### src/rtl/mesi_bus_pkg.sv
// Shared encodings for the MESI snooping bus: bus commands, controller FSM states and
// the line-state encoding used by the cache cores.
package mesi_bus_pkg;

  typedef enum logic [2:0] {
    CMD_NONE = 3'd0,
    CMD_RD   = 3'd1,
    CMD_RDX  = 3'd2,
    CMD_UPGR = 3'd3,
    CMD_WB   = 3'd4
  } bus_cmd_e;

  typedef enum logic [1:0] {
    MESI_I = 2'd0,
    MESI_S = 2'd1,
    MESI_E = 2'd2,
    MESI_M = 2'd3
  } mesi_state_e;

  typedef enum logic [2:0] {
    ST_IDLE,
    ST_ADDR,
    ST_SNOOP,
    ST_FLUSH,
    ST_MEM_RD,
    ST_MEM_WR,
    ST_DONE
  } bus_state_e;

  // Codes 5..7 are reserved and behave like NONE.
  function automatic logic cmd_active(input logic [2:0] c);
    return (c != CMD_NONE) && (c <= CMD_WB);
  endfunction

endpackage

### src/rtl/mesi_rr_arbiter.sv
// Combinational round-robin picker: the first requester at or after ptr (cyclically)
// wins; the pointer itself is owned by the caller.
module mesi_rr_arbiter #(
  parameter int NUM_CORES = 4,
  parameter int IDX_W     = $clog2(NUM_CORES)
) (
  input  logic [NUM_CORES-1:0] req,
  input  logic [IDX_W-1:0]     ptr,
  output logic [NUM_CORES-1:0] pick,
  output logic [IDX_W-1:0]     pick_idx,
  output logic                 pick_any
);

  logic [NUM_CORES-1:0] rot;

  always_comb begin
    // Rotate so bit 0 is the core the pointer names, then take the first set bit.
    rot      = NUM_CORES'({req, req} >> ptr);
    pick     = '0;
    pick_idx = '0;
    pick_any = 1'b0;
    for (int unsigned k = 0; k < NUM_CORES; k++) begin
      if (!pick_any && rot[k]) begin
        pick_any = 1'b1;
        pick_idx = IDX_W'((k + 32'(ptr)) % NUM_CORES);
      end
    end
    if (pick_any) pick = NUM_CORES'(1) << pick_idx;
  end

endmodule

### src/rtl/mesi_snoop_bus_ctrl.sv
// N-core MESI snooping-bus controller: round-robin grant, address broadcast, snoop
// collection, cache-to-cache flush or memory access, then a one-cycle done to the owner.
module mesi_snoop_bus_ctrl import mesi_bus_pkg::*; #(
  parameter int NUM_CORES = 4,
  parameter int ADDR_W    = 32,
  parameter int DATA_W    = 32,
  parameter int IDX_W     = $clog2(NUM_CORES)
) (
  input  logic                        clk,
  input  logic                        rst,
  input  logic [NUM_CORES-1:0]        req,
  input  logic [3*NUM_CORES-1:0]      req_cmd,
  input  logic [ADDR_W*NUM_CORES-1:0] req_addr,
  input  logic [DATA_W*NUM_CORES-1:0] req_wdata,
  output logic [NUM_CORES-1:0]        grant,
  output logic                        bus_valid,
  output logic [2:0]                  bus_cmd,
  output logic [ADDR_W-1:0]           bus_addr,
  output logic [IDX_W-1:0]            bus_src,
  input  logic [NUM_CORES-1:0]        snoop_hit,
  input  logic [NUM_CORES-1:0]        snoop_dirty,
  input  logic [DATA_W*NUM_CORES-1:0] snoop_data,
  output logic                        mem_req,
  output logic                        mem_we,
  output logic [ADDR_W-1:0]           mem_addr,
  output logic [DATA_W-1:0]           mem_wdata,
  input  logic [DATA_W-1:0]           mem_rdata,
  input  logic                        mem_ready,
  output logic [NUM_CORES-1:0]        done,
  output logic [DATA_W-1:0]           resp_data,
  output logic                        resp_shared,
  output logic                        proto_err
);

  bus_state_e           state_q, state_d;
  logic [NUM_CORES-1:0] eligible, pick, grant_q, hit_m, dirty_m;
  logic [IDX_W-1:0]     pick_idx, src_q, ptr_q, ptr_nxt;
  logic                 pick_any, shared_q, perr_q, multi_dirty, found;
  logic [2:0]           sel_cmd, cmd_q;
  logic [ADDR_W-1:0]    sel_addr, addr_q;
  logic [DATA_W-1:0]    sel_wdata, data_q, flush_data;

  always_comb begin
    eligible = '0;
    for (int unsigned i = 0; i < NUM_CORES; i++)
      eligible[i] = req[i] && cmd_active(req_cmd[3*i +: 3]);
  end

  mesi_rr_arbiter #(.NUM_CORES(NUM_CORES), .IDX_W(IDX_W)) u_arb (
    .req      (eligible),
    .ptr      (ptr_q),
    .pick     (pick),
    .pick_idx (pick_idx),
    .pick_any (pick_any)
  );

  always_comb begin
    sel_cmd   = '0;
    sel_addr  = '0;
    sel_wdata = '0;
    for (int unsigned i = 0; i < NUM_CORES; i++) begin
      if (pick[i]) begin
        sel_cmd   = req_cmd[3*i +: 3];
        sel_addr  = req_addr[ADDR_W*i +: ADDR_W];
        sel_wdata = req_wdata[DATA_W*i +: DATA_W];
      end
    end
  end

  // The requester's own snoop response is never meaningful, so it is masked out.
  always_comb begin
    hit_m      = snoop_hit & ~grant_q;
    dirty_m    = snoop_dirty & ~grant_q;
    flush_data = '0;
    found      = 1'b0;
    for (int unsigned i = 0; i < NUM_CORES; i++) begin
      if (!found && dirty_m[i]) begin
        found      = 1'b1;
        flush_data = snoop_data[DATA_W*i +: DATA_W];
      end
    end
  end

  assign multi_dirty = |(dirty_m & (dirty_m - NUM_CORES'(1)));
  assign ptr_nxt     = (32'(src_q) == NUM_CORES - 1) ? '0 : src_q + IDX_W'(1);

  always_ff @(posedge clk or posedge rst) begin
    if (rst) state_q <= ST_IDLE;
    else     state_q <= state_d;
  end

  always_comb begin
    state_d = state_q;
    unique case (state_q)
      ST_IDLE:   if (pick_any) state_d = (sel_cmd == CMD_WB) ? ST_MEM_WR : ST_ADDR;
      ST_ADDR:   state_d = ST_SNOOP;
      ST_SNOOP:
        if (cmd_q == CMD_UPGR) state_d = ST_DONE;
        else if (|dirty_m)     state_d = ST_FLUSH;
        else                   state_d = ST_MEM_RD;
      ST_FLUSH, ST_MEM_RD, ST_MEM_WR: if (mem_ready) state_d = ST_DONE;
      ST_DONE:   state_d = ST_IDLE;
      default:   state_d = ST_IDLE;
    endcase
  end

  always_comb begin
    bus_valid   = (state_q == ST_ADDR);
    mem_req     = (state_q == ST_FLUSH) || (state_q == ST_MEM_RD) || (state_q == ST_MEM_WR);
    mem_we      = (state_q == ST_FLUSH) || (state_q == ST_MEM_WR);
    mem_addr    = mem_req ? addr_q : '0;
    mem_wdata   = mem_we ? data_q : '0;
    done        = (state_q == ST_DONE) ? grant_q : '0;
    resp_data   = (state_q == ST_DONE) ? data_q : '0;
    resp_shared = (state_q == ST_DONE) && shared_q;
  end

  // data_q holds WB data, then flushed data or the memory fill, whichever the path uses.
  always_ff @(posedge clk or posedge rst) begin
    if (rst) begin
      grant_q  <= '0;
      cmd_q    <= '0;
      addr_q   <= '0;
      src_q    <= '0;
      data_q   <= '0;
      shared_q <= 1'b0;
      ptr_q    <= '0;
      perr_q   <= 1'b0;
    end else begin
      unique case (state_q)
        ST_IDLE:
          if (pick_any) begin
            grant_q  <= pick;
            cmd_q    <= sel_cmd;
            addr_q   <= sel_addr;
            src_q    <= pick_idx;
            data_q   <= (sel_cmd == CMD_WB) ? sel_wdata : '0;
            shared_q <= 1'b0;
          end
        ST_SNOOP: begin
          shared_q <= (cmd_q == CMD_RD) && (|hit_m);
          if (cmd_q != CMD_UPGR && |dirty_m) data_q <= flush_data;
          if (multi_dirty || (cmd_q == CMD_UPGR && |dirty_m)) perr_q <= 1'b1;
        end
        ST_MEM_RD: if (mem_ready) data_q <= mem_rdata;
        ST_DONE: begin
          grant_q <= '0;
          ptr_q   <= ptr_nxt;
        end
        default: ;
      endcase
    end
  end

  assign grant     = grant_q;
  assign bus_cmd   = cmd_q;
  assign bus_addr  = addr_q;
  assign bus_src   = src_q;
  assign proto_err = perr_q;

endmodule
### config.mk
export PLATFORM = sky130hd
export DESIGN_NAME = mesi_snoop_bus_ctrl
export DESIGN_NICKNAME = d
export VERILOG_FILES = /design/src/rtl/mesi_bus_pkg.sv /design/src/rtl/mesi_rr_arbiter.sv /design/src/rtl/mesi_snoop_bus_ctrl.sv
export SDC_FILE = /design/constraint.sdc
export NUM_CORES = 1
export LEC_CHECK = 0
export ABC_AREA = 1
export CAP_MARGIN = 30
export CORE_AREA = 4 4 225 227
export DETAILED_ROUTE_END_ITERATION = 6
export DIE_AREA = 0 0 229 231
export SLEW_MARGIN = 5
export SYNTH_ARGS = -nofsm -noshare
export SYNTH_HDL_FRONTEND = slang
export SYNTH_SLANG_ARGS = --single-unit
### constraint.sdc
create_clock -name clk -period 7.24 [get_ports clk]
set_clock_uncertainty 0.15 [all_clocks]
set_input_delay 0.724 -clock clk [delete_from_list [all_inputs] [get_ports clk]]
set_output_delay 0.724 -clock clk [all_outputs]
set_load 0.005 [all_outputs]
# Word level (Yosys, flattened, before mapping)
# Cells that the tools add are included.
word_totals:
  output_inout_bits: 146
  regBits: 80
  input_bits: 443
op_classes:
  bitwise: 4
  n_eq_ne: 15
  add_sub_neg: 5
  order_cmp: 4
  muxes: 48
  shift: 2
  reduce_logical: 46
ops:
  columns: ["operator", "n"]
  rows:
  - ["32-bit 2-to-1 mux", 19]
  - ["32-bit case mux with 3 select lines", 1]
  - ["3-bit 2-to-1 mux", 9]
  - ["1-bit logical AND", 18]
  - ["3-bit nonzero test", 5]
  - ["4-bit bitwise AND", 3]
  - ["3-bit == test (second input constant)", 4]
  - ["3-bit less-or-equal comparator (second input constant)", 4]
  - ["4-bit 2-to-1 mux", 3]
  - ["3-bit case mux with 4 select lines", 1]
  - ["4-bit OR reduction", 3]
  - ["2-bit 2-to-1 mux", 5]
  - ["2-bit AND reduction", 5]
  - ["3-bit by 2-bit == test with 1-bit output (second input constant)", 3]
  - ["1-bit 2-to-1 mux", 8]
  - ["2-bit inequality test (second input constant)", 4]
  - ["4-bit case mux with 2 select lines", 1]
  - ["8-bit by 2-bit >> shifter with 4-bit output", 1]
  - ["3-bit by 1-bit == test with 1-bit output (second input constant)", 2]
  - ["1-bit zero test", 6]
  - ["2-bit adder (first input constant)", 2]
  - ["1-bit logical OR", 4]
  - ["4-bit inverter", 1]
  - ["4-bit AND reduction", 1]
  - ["other kinds (10)", 11]

# Longest topological paths before layout
depth:
  ltp_word: 24
  mapped_depth: 20
  depth_no_buf: 19

# Hierarchy
# Synthesis repeated with hierarchy kept, for this count alone.
unflattened:
  hier_cells: 1460
  area_unflattened_um2: 8270.4
by_module_without_submodules:
  columns: ["module", "cells_each", "n_inst", "area_each_um2"]
  rows:
  - ["mesi_snoop_bus_ctrl", 1399, 1, 7946.4]
  - ["mesi_rr_arbiter", 61, 1, 324.1]

# Worst setup path before layout
# OpenSTA, ideal clock, no wires.
synth_path:
  path_kind: "input to register"
  startpoint: "input req_cmd[6]"
  endpoint: "register data_q[14]"
  stages: 19
  required_ps: 6973
  path_slack_ps: 4477
  setup_ps: 117
  arrival_ps: 2496
  path_buffers: 1
  cell_sequence: "nor2_1 nand2_1 nand3_1 nand2_1 nand2_1 nand2_1 nand2_2 nand3_2 nor2_4 nand2_1 inv_1 nor2_1 buf_4 nand3_1 nand3_1 nor2_2 nor2_1 nor2_1 nor2_1"
synth_via:
  elab_chain_len: 24
  word_cells_on_any_way: 35
  cone_classes: "order compare (1); eq/ne (2); shift (2); mux (20); reduce/logical (10)"
synth_lines:
  columns: ["element", "line_no", "source"]
  rows:
  - ["start, declared", "mesi_snoop_bus_ctrl.sv:12", "input logic [3*NUM_CORES-1:0] req_cmd,"]
  - ["3-bit less-or-equal comparator or 3-bit nonzero test (tied branches)", "mesi_bus_pkg.sv:32", "return (c != CMD_NONE) && (c <= CMD_WB);"]
  - ["1-bit logical AND", "mesi_bus_pkg.sv:32", null]
  - ["1-bit logical AND", "mesi_snoop_bus_ctrl.sv:46", "eligible[i] = req[i] && cmd_active(req_cmd[3*i +: 3]);"]
  - ["8-bit by 2-bit >> shifter with 4-bit output", "mesi_rr_arbiter.sv:18", "rot = NUM_CORES'({req, req} >> ptr);"]
  - ["1-bit 2-to-1 mux", "mesi_rr_arbiter.sv:23", "if (!pick_any && rot[k]) begin"]
  - ["1-bit zero test", "mesi_rr_arbiter.sv:23", null]
  - ["1-bit logical AND", "mesi_rr_arbiter.sv:23", null]
  - ["1-bit 2-to-1 mux", "mesi_rr_arbiter.sv:23", null]
  - ["[5 not listed]", null, null]
  - ["2-bit 2-to-1 mux", "mesi_rr_arbiter.sv:23", null]
  - ["1-bit by 2-bit << shifter with 4-bit output", "mesi_rr_arbiter.sv:28", "if (pick_any) pick = NUM_CORES'(1) << pick_idx;"]
  - ["4-bit 2-to-1 mux", "mesi_rr_arbiter.sv:28", null]
  - ["3-bit 2-to-1 mux (4 in series)", "mesi_snoop_bus_ctrl.sv:62", "if (pick[i]) begin"]
  - ["3-bit == test", "mesi_snoop_bus_ctrl.sv:137", "data_q <= (sel_cmd == CMD_WB) ? sel_wdata : '0;"]
  - ["32-bit 2-to-1 mux", "mesi_snoop_bus_ctrl.sv:137", null]
  - ["32-bit 2-to-1 mux", "mesi_snoop_bus_ctrl.sv:132", "if (pick_any) begin"]
  - ["32-bit case mux with 3 select lines", "mesi_snoop_bus_ctrl.sv:130", "unique case (state_q)"]
  - ["end signal, assigned", "mesi_snoop_bus_ctrl.sv:137", null]
  - ["end signal, assigned", "mesi_snoop_bus_ctrl.sv:142", "if (cmd_q != CMD_UPGR && |dirty_m) data_q <= flush_data;"]
  - ["end signal, assigned", "mesi_snoop_bus_ctrl.sv:145", "ST_MEM_RD: if (mem_ready) data_q <= mem_rdata;"]
  - ["end, declared", "mesi_snoop_bus_ctrl.sv:41", "logic [DATA_W-1:0] sel_wdata, data_q, flush_data;"]
# Several ways; a longest one is shown, not always the timed one. The select of a mux whose other input is x is not followed.
# A chain may end at the register's enable or synchronous reset.

# Worst setup path after layout
layout_path:
  startpoint: "input req_cmd[9]"
  endpoint: "register data_q[6]"
# The elaborated chain is that of the path after synthesis.

==> flow_summary.ini <==
[yosys]
yosys-top-cells-area = dfrtp_1 26%, nand2_1 13%, nand3_1 11%, nor2_1 10%, o21ai_0 9.8%
synthDistinctLibCells = 37
avgSynthCellArea_um2 = 5.825
yosys.area.top_type = dfrtp_1
synth.most_common_cell = nand2_1
synth_nets = 1744
synth_flop_cell = dfrtp_1
synthCells = 1300
synth_warnings = 0
netlist_top_cells_count = 262 x nand2_1, 207 x nor2_1, 170 x nand3_1, 148 x o21ai_0, 141 x inv_1
syn_area_um2 = 7572
synth-edff-count = 0
ys_seq_area_share_pct = 26.44
async_flop_share_pct = 100.0
synth.top_cell.area_share_pct = 26.44
ys_ff_latch = 80

[critical_path]
end_kind = flop
critPathMaxStageDelay_ns = 0.62
path_class = input pin to flop
cp_cell_sequence = clkdlybuf4s50_1 -> nor2_1 -> nand2_1 -> nand3_1 -> nand2_1 -> nand2_1 -> nand2_1 -> nand2_2 -> nand3_2 -> nor2_4 -> nand2_1 -> nand2_2 -> buf_4 -> nand2_2 -> or2_2 -> nand3_1 -> nor2_1 -> nor2_1 -> nor2_1
slowest_stage = nand2_2
critical_path.most_common_cell = nand2_1
arrival_ns = 4.39
crit_path_start_kind = input pin
crit_buf_inv = 2
cp_data_required_time_ns = 7.35
critical-path-top-delay-family = simple AND/OR/NAND/NOR gates
path_max_fanout = 48

[die]
placeableCoreArea_um2 = 48650
boundaryPins = 589
dieHeight_um = 231
dieArea_um2 = 52900
die_width_um = 229
fp-row-count = 81
initial_core_util_pct = 15.57

[route]
first_iter_violations = 805
dr.pass1.iters = 6
drcViolationCount = 0
viasPerCell = 4.601
drt-total-wl_um = 52800
ant_nets = 0
wl_per_cell_um = 21.51
vias = 11296

[sta]
setup_viol = 0
fin_crit_ns = 4.282
slew_viol_final = 0
tightest_slew_ns = 1.064
slew_headroom_pct = 29.02
totalNegativeSetupSlack_ns = 0
post-route-worst-setup-slack_ns = 2.958
rsz0062_at_grt = false
hold_viol = 0
min_period_over_period_pct = 59.15
fmax_ghz = 0.2335

[global_routing]
grt-ovfl-total = 0
grt_usage_pct = 18.76
grt_antenna_before_repair = 4
grt_max_degree = 74
grt_pass1_vias = 10965
grt_pass1_wl_um = 74200

[cells_and_area]
fillCellCount = 5376
postLayoutCellArea_um2 = 14420
multi_input_area_um2 = 4662
regArea_um2 = 2002
area_growth_pct = 90.43
fin_nets = 2269
drive_gt1_share_pct = 3.989

[place]
place_ws_ns = 2.519
place_congestion = 0.9619
hpwl_um = 41560
dpl_cell_area_um2 = 14040
io_buffers = 588

[clocking]
cts_buffer_depth = 2
cts-buffers-inserted = 9
cts_resized = 0
cts_root_buf = clkbuf_16
cts_hold_buffers = 0
tritoncts = built
clkSinkCount = 80
cts_setup_buffers = 0
cts_max_level = 3
clk_transition_reported_paths_ns = 0.06
clk_latency_ns = 0.37

[power]
cellPowerDensity_nw_per_um2 = 445.9
worst_ir_drop_vdd_uv = 329.2
p_leak_nw = 5.826
fin_total_pwr_mw = 6.431

[outcome]
status = finished, final reports clean

[hold_path]
holdCritPathClass = flop to flop

[job]
max_cap_violations = 0
==> where the power goes <==
| part | internal (mW) | leakage [nW] | switching (mW) |
|---|---|---|---|
| combinational | 1.77 | 4.67 | 3.24 |
| sequential | 0.680 | 0.981 | 0.156 |
| clock | 0.356 | 0.172 | 0.222 |
| total | 2.81 | 5.83 | 3.62 |
==> metrics by stage <==
stage / utilization, % / hold slack [ns] / std cells
after global routing: 29.64 / 0.3408 / 2454
after detailed placement: 28.86 / 0.3030 / 2435
after global placement: 28.81 / 0.2996 / 2434
after CTS: 29.59 / 0.3254 / 2451
after floorplan: - / 0.3010 / 1300
final: 29.64 / 0.3202 / 2455
==> per-layer routing <==
layer  wire length (um)  global-route usage, %
met1              21960                  23.63
met2              25110                  30.83
met3               4239                  5.096
met4               1480                  6.752
met5                 13                      0
==> path summary, 6_finish.rpt <==
| path | end | from | slack, ns | depth (start not counted) |
|---|---|---|---|---|
| max | data_q[6] | req_cmd[9] | 2.96 | 19 |
| min | proto_err | proto_err | 0.32 | 1 |
| max reg2reg | data_q[6] | ptr_q[0] | 3.12 | 15 |
| min reg2reg | proto_err | proto_err | 0.32 | 1 |
| max in group asynchronous | bus_addr[14] | rst | 5.19 | 3 |
| min in group asynchronous | data_q[19] | rst | 0.55 | 2 |
==> cell families (layout without fill, tap and decap cells) <==
logic type | Yosys count | count (layout) | synth area share, %
and+or+nand+nor | 713 | 713 | 40.90
buffers and inverters | 241 | 771 | 12.97
DFF | 80 | 80 | 26.44
other | 0 | 3 | 0
adders and majority gates | 1 | 1 | 0.1652
AOI/OAI and AO/OA | 264 | 264 | 19.42
xor gates and xnor gates | 1 | 1 | 0.1157
==> cells in the final DEF, fill, tap and decap left out, types with 7 or more instances in the layout <==
| cell type | Yosys | layout |
|---|---|---|
| nand4_1 | 52 | 52 |
| o21ai_0 | 148 | 148 |
| inv_1 | 141 | 139 |
| nand3_1 | 170 | 170 |
| or2_2 | 10 | 10 |
| dfrtp_1 | 80 | 80 |
| nor2_1 | 207 | 201 |
| nor2_4 | 1 | 7 |
| a211oi_1 | 44 | 44 |
| buf_4 | 10 | 18 |
| a31oi_1 | 10 | 10 |
| clkdlybuf4s50_1 | 0 | 588 |
| clkbuf_16 | 0 | 9 |
| a21oi_1 | 48 | 47 |
| nand2_1 | 262 | 260 |
==> flip-flops by register name, summed over array words and instances (netlist names) <==
| register | cells |
|---|---|
| ptr_q | 2 |
| proto_err | 1 |
| shared_q | 1 |
| bus_addr | 32 |
| bus_cmd | 3 |
| state_q | 3 |
| grant | 4 |
| bus_src | 2 |
| data_q | 32 |
==> layout make-up <==
class                      instances  area share, %
tap                              622          5.397
multi-input combinational        979          32.33
clock inverter                     5         0.7115
inverter                         147          3.844
sequential                        80          13.88
antenna                            3        0.05206
timing repair buffer             608          42.03
clock buffer                      11          1.753
Power figures use the tool's default switching activity.
